==> config.mk <==
export PLATFORM = sky130hd
export DESIGN_NAME = instr_fetch_unit
export DESIGN_NICKNAME = d
export VERILOG_FILES = /design/src/rtl/cpu_pkg.sv /design/src/rtl/fetch_skid_buf.sv /design/src/rtl/instr_fetch_unit.sv
export SDC_FILE = /design/constraint.sdc
export NUM_CORES = 1
export LEC_CHECK = 0
export ABC_CLOCK_PERIOD_IN_PS = 2000
export CELL_PAD_IN_SITES_DETAIL_PLACEMENT = 1
export CELL_PAD_IN_SITES_GLOBAL_PLACEMENT = 1
export CORE_UTILIZATION = 30
export DETAILED_ROUTE_END_ITERATION = 6
export GPL_TIMING_DRIVEN = 0
export MAX_ROUTING_LAYER = met4
export PLACE_DENSITY_LB_ADDON = 0.1
export REMOVE_ABC_BUFFERS = 1
export SLEW_MARGIN = 10
export SYNTH_ARGS = -nofsm -noshare
export SYNTH_HDL_FRONTEND = slang
export SYNTH_SLANG_ARGS = --single-unit
export TNS_END_PERCENT = 1
==> constraint.sdc <==
create_clock -name clk -period 2 [get_ports clk]
set_input_delay 0.4 -clock clk [delete_from_list [all_inputs] [get_ports clk]]
set_output_delay 0.4 -clock clk [all_outputs]
set_load 0.1 [all_outputs]
==> src/rtl/cpu_pkg.sv <==
// Shared CPU front-end types: fetch widths, reset PC, PC step and the {instr, pc} packet.
// The occupancy encoding of the fetch output register pair also lives here.
package cpu_pkg;
   localparam int          INSTR_W  = 32;
   localparam int          ADDR_W   = 32;
   localparam logic [31:0] RESET_PC = 32'h0000_0000;
   localparam logic [31:0] PC_STEP  = 32'd4;

   typedef struct packed {
      logic [INSTR_W-1:0] instr;
      logic [ADDR_W-1:0]  pc;
   } fetch_pkt_t;

   typedef enum logic [1:0] {
      OCC_EMPTY = 2'd0,
      OCC_ONE   = 2'd1,
      OCC_TWO   = 2'd2
   } occ_e;
endpackage

==> src/rtl/fetch_skid_buf.sv <==
// Output register plus 1-entry skid for fetch packets; a landing packet is visible the next cycle.
// Never drops a packet while out_rdy is low; the producer must stop issuing once occupancy is TWO.
module fetch_skid_buf
   import cpu_pkg::*;
(
   input  logic       clk,
   input  logic       rst_n,
   input  logic       flush,
   input  logic       in_vld,
   input  fetch_pkt_t in_dat,
   input  logic       out_rdy,
   output logic       out_vld,
   output fetch_pkt_t out_dat,
   output occ_e       occ
);

   fetch_pkt_t skid_dat;

   always_ff @(posedge clk or negedge rst_n) begin
      if (!rst_n) begin
         occ      <= OCC_EMPTY;
         out_vld  <= 1'b0;
         out_dat  <= '0;
         skid_dat <= '0;
      end else if (flush) begin
         occ     <= OCC_EMPTY;
         out_vld <= 1'b0;
      end else begin
         case (occ)
            OCC_EMPTY: begin
               if (in_vld) begin
                  out_dat <= in_dat;
                  out_vld <= 1'b1;
                  occ     <= OCC_ONE;
               end
            end
            OCC_ONE: begin
               // out_vld is high here, so out_rdy alone means a handshake
               if (in_vld && out_rdy) begin
                  out_dat <= in_dat;
               end else if (in_vld) begin
                  skid_dat <= in_dat;
                  occ      <= OCC_TWO;
               end else if (out_rdy) begin
                  out_vld <= 1'b0;
                  occ     <= OCC_EMPTY;
               end
            end
            OCC_TWO: begin
               if (out_rdy) begin
                  out_dat <= skid_dat;
                  occ     <= OCC_ONE;
               end
            end
            default: begin
               occ     <= OCC_EMPTY;
               out_vld <= 1'b0;
            end
         endcase
      end
   end

endmodule

==> src/rtl/instr_fetch_unit.sv <==
// Fetch stage: PC, ROM issue and redirect flush ahead of a skid-buffered {instr, pc} output.
// ROM data lands 1 cycle after issue; issue stalls under backpressure. IFETCH_PERF_CNT_EN adds fetch_count.
module instr_fetch_unit
   import cpu_pkg::*;
#(
   parameter int                ADDR_W   = cpu_pkg::ADDR_W,
   parameter logic [ADDR_W-1:0] RESET_PC = cpu_pkg::RESET_PC,
   parameter int                INSTR_W  = cpu_pkg::INSTR_W
)(
   input  logic               clk,
   input  logic               rst_n,
   output logic               imem_req,
   output logic [ADDR_W-1:0]  imem_addr,
   input  logic [INSTR_W-1:0] imem_rdata,
   input  logic               redirect_valid,
   input  logic [ADDR_W-1:0]  redirect_pc,
   output logic               instr_valid,
   input  logic               instr_ready,
   output logic [INSTR_W-1:0] instr,
   output logic [ADDR_W-1:0]  instr_pc
`ifdef IFETCH_PERF_CNT_EN
   ,
   output logic [31:0]        fetch_count
`endif
);

   logic [ADDR_W-1:0] pc_q;
   logic [ADDR_W-1:0] issued_pc_q;
   logic              inflight_q;
   occ_e              occ;
   fetch_pkt_t        rsp_pkt;
   fetch_pkt_t        out_pkt;
   logic [1:0]        redirect_lsb_unused;

   assign redirect_lsb_unused = redirect_pc[1:0];

   // Stop issuing when the response could have nowhere to land next cycle.
   assign imem_req  = rst_n && !redirect_valid && (occ != OCC_TWO) &&
                      !((occ == OCC_ONE) && inflight_q && !instr_ready);
   assign imem_addr = pc_q;

   always_ff @(posedge clk or negedge rst_n) begin
      if (!rst_n) begin
         pc_q        <= {RESET_PC[ADDR_W-1:2], 2'b00};
         issued_pc_q <= '0;
         inflight_q  <= 1'b0;
      end else if (redirect_valid) begin
         pc_q       <= {redirect_pc[ADDR_W-1:2], 2'b00};
         inflight_q <= 1'b0;
      end else begin
         inflight_q <= imem_req;
         if (imem_req) begin
            pc_q        <= pc_q + ADDR_W'(PC_STEP);
            issued_pc_q <= pc_q;
         end
      end
   end

   assign rsp_pkt = '{instr: imem_rdata, pc: issued_pc_q};

   fetch_skid_buf u_skid (
      .clk     (clk),
      .rst_n   (rst_n),
      .flush   (redirect_valid),
      .in_vld  (inflight_q && !redirect_valid),
      .in_dat  (rsp_pkt),
      .out_rdy (instr_ready),
      .out_vld (instr_valid),
      .out_dat (out_pkt),
      .occ     (occ)
   );

   assign instr    = out_pkt.instr;
   assign instr_pc = out_pkt.pc;

`ifdef IFETCH_PERF_CNT_EN
   // Redirects do not clear this; a handshake in a redirect cycle still counts.
   always_ff @(posedge clk or negedge rst_n) begin
      if (!rst_n) begin
         fetch_count <= 32'd0;
      end else if (instr_valid && instr_ready) begin
         fetch_count <= fetch_count + 32'd1;
      end
   end
`else
   // Handshakes are not counted in this build.
`endif

endmodule

==> impl_metrics.ini <==
[outcome]
status = finished with violations
violations = negative setup slack

[setup_path]
crit_arrival_ps = 2010
r2r-start = u_skid.occ[0]
cp-startpoint = u_skid.occ[0]
critPathKind = reg -> out
end_kind = primary output
cp-start-kind = flop
cp_max_fo = 4
reg2regPathDepth = 6
worst_ep_required_time_ps = 1600

[synth]
ys_async_sr_fraction = 1.000
synthMuxAreaShare = 0.1603
syn_avg_cell_area_um2 = 10.75
synthDistinctLibCells = 48
post-synth-top-count-cell = dfrtp_1
synth_top_family_by_area = multiplexers
synthSimpleGateAreaFrac = 0.1399
synth_common_cells = dfrtp_1, nand2_1, nor2_1
synth.largest_area_cell = dfrtp_1
synth-main-ff-cell = dfrtp_1
yosysWarnings = 0
synth-edff-count = 0
ys_ff_latch = 188
syn-cell-area_um2 = 8292
synth-compound-area-share = 0.09280
synth_xor_area_frac = 0.004225
synth_cells = 771
yosysTopAreaCellShare = 0.5674
yosys.area_share.adder = 0.001509
seq_area_frac_synth = 0.5674
synth.area.top_cells = dfrtp_1, mux2_2, mux2i_1

[sta]
clock_skew_ps = 19.01
setup_viol = 73
fin_crit_sh = 1.206
rsz0062_at_grt = true
finalMaxSlewViolations = 0
finalHoldViolCount = 0
min_period_ps = 2411
worst_pin_slew_ps = 922.1
fin_ws_ps = -411.4
clock.fmax_mhz = 414.7
timing.slew.headroom = 0.3825

[clocking]
numCtsBuffers = 17
clk_latency_ps = 440
clkTransAtPathRegs_ps = 80
cts_sinks = 188
cts_tree = yes
cts_max_path_buffers = 2
cts-root-buf = clkbuf_16
htreeDepth = 4

[cells_and_area]
design_area_um2 = 11480
area_growth_pct = 38.49
n_fill_cell = 2888
drive_above_1_share = 0.2582
fin_nets = 1001
n_antenna_cell = 0

[grt]
antenna_found_initial = 0
use_met2 = 0.3051
grt_util_met3 = 0.03479
grt_max_degree = 68
first_global_vias = 7068
grt_overflow = 0
grt-busiest-layer = met2
gr-usage-met1 = 0.2477
grtUsageTotal = 0.1906
grt_pass1_wl_um = 40550

[placement]
gp_congestion = 0.7247
portBuffers = 159
place_area_um2 = 10420
dp.final_hpwl_um = 15690
pre_cts_ws_ps = -2115

[floorplanning]
start_util = 0.3068
ios = 166
die-area_um2 = 28310
fp.dieH_um = 168.3
rows = 60
floorplan.core_area_um2 = 27030
die_width_um = 168.3

[job]
cap_violations = 0

[pwr]
power.leakage_nw = 4.878
powerDensity_nw_per_um2 = 1131
ir_drop_mv = 0.5764

[drt]
routedWlPerCell_um = 19.22
postRouteAntennaNets = 0
first_pass_iters = 4
routed_wl_um = 24710
drcViolationCount = 0
post_drt_via_cell_ratio = 4.936
drtIter0Drc = 322
vias = 6348

[worst_hold_path]
holdCritPathClass = in -> async
[worst paths after layout]
kind / end / slack (ps)
max in group asynchronous: imem_addr[30] / 1000
min in group clk: u_skid.occ[1] / 410
setup / recovery: imem_req / -410
hold / removal: u_skid.out_dat[33] / 40
hold reg to reg: issued_pc_q[12] / 500
setup reg to reg: imem_addr[31] / -400
[registers in the layout, indices dropped and copies added, names as in the netlist]
name             cells
imem_addr           30
inflight_q           1
issued_pc_q         30
u_skid.occ           2
u_skid.out_dat      62
u_skid.out_vld       1
u_skid.skid_dat     62
[logic make-up (layout without fill, tap and decap cells)]
| kind of cell | after synthesis | count (layout) |
|---|---|---|
| AO/OA/AOI/OAI | 132 | 132 |
| XOR/XNOR | 4 | 4 |
| adder cells (fa/ha/maj) | 1 | 1 |
| buffers and inverters | 58 | 226 |
| flip-flops | 188 | 188 |
| multiplexers | 125 | 125 |
| other | 1 | 4 |
| AND/OR/NAND/NOR | 262 | 265 |
[worst max-delay path: stages (launching register included)]
cell and delay (ps):
dfrtp_2 450, and4bb_2 250, or4b_4 600, clkinv_16 100, buf_16 160
[cell usage in the layout, fill, tap and decap left out, types with 14 or more instances in the layout]
| master | n |
|---|---|
| o21ai_0 | 17 |
| a21oi_1 | 69 |
| dfrtp_1 | 181 |
| nor2_1 | 77 |
| nand3_1 | 14 |
| clkdlybuf4s50_1 | 62 |
| clkbuf_16 | 18 |
| nand2_1 | 119 |
| mux2i_1 | 63 |
| clkdlybuf4s15_2 | 91 |
| mux2_2 | 59 |
[per-layer routing]
layer,up-vias,part of all wire
met5,-,0
met4,0,0.013
met3,22,0.039
met2,137,0.47
met1,3191,0.47
li1,2998,-
[area by class of cell]
class / count / area [um^2] / share of cell area
sequential: 188 / 4713 / 0.4104
multi-input combinational: 531 / 3443 / 0.2998
timing repair buffer: 186 / 2252 / 0.1961
clock buffer: 19 / 442.9 / 0.03857
tap: 341 / 426.7 / 0.03715
clock inverter: 13 / 123.9 / 0.01079
inverter: 6 / 48.80 / 0.004249
timing repair inverter: 2 / 32.53 / 0.002833
[report_power, final]
part | internal [mW] | total (mW) | switching [mW]
combinational | 1.15 | 4.73 | 3.58
clock | 1.68 | 3.33 | 1.65
sequential | 4.46 | 4.92 | 0.466
total | 7.29 | 13.0 | 5.69
[repair_timing]
action	4_1_cts	5_1_grt
resized for setup	312	21
pin swaps	2	4
setup buffers	9	0
gates cloned	6	0
endpoints found under the hold margin	49	0
setup endpoints to repair	265	101
hold buffers	4	0
[stage by stage]
step                std cells  setup TNS, ps    util  hold slack, ps  total power, mW
finish                   1286         -11190  0.4249           40.00            12.99
global route             1286         -19810  0.4249           58.54            13.61
CTS                      1286         -14710  0.4240           36.65            13.16
detailed placement       1235        -143300  0.3856           341.3            9.772
global placement         1222       -3022000  0.3729           478.3            9.652
floorplan                 722        -827430       -           104.4            8.376
Note: power is estimated with default switching activity, not from simulation.
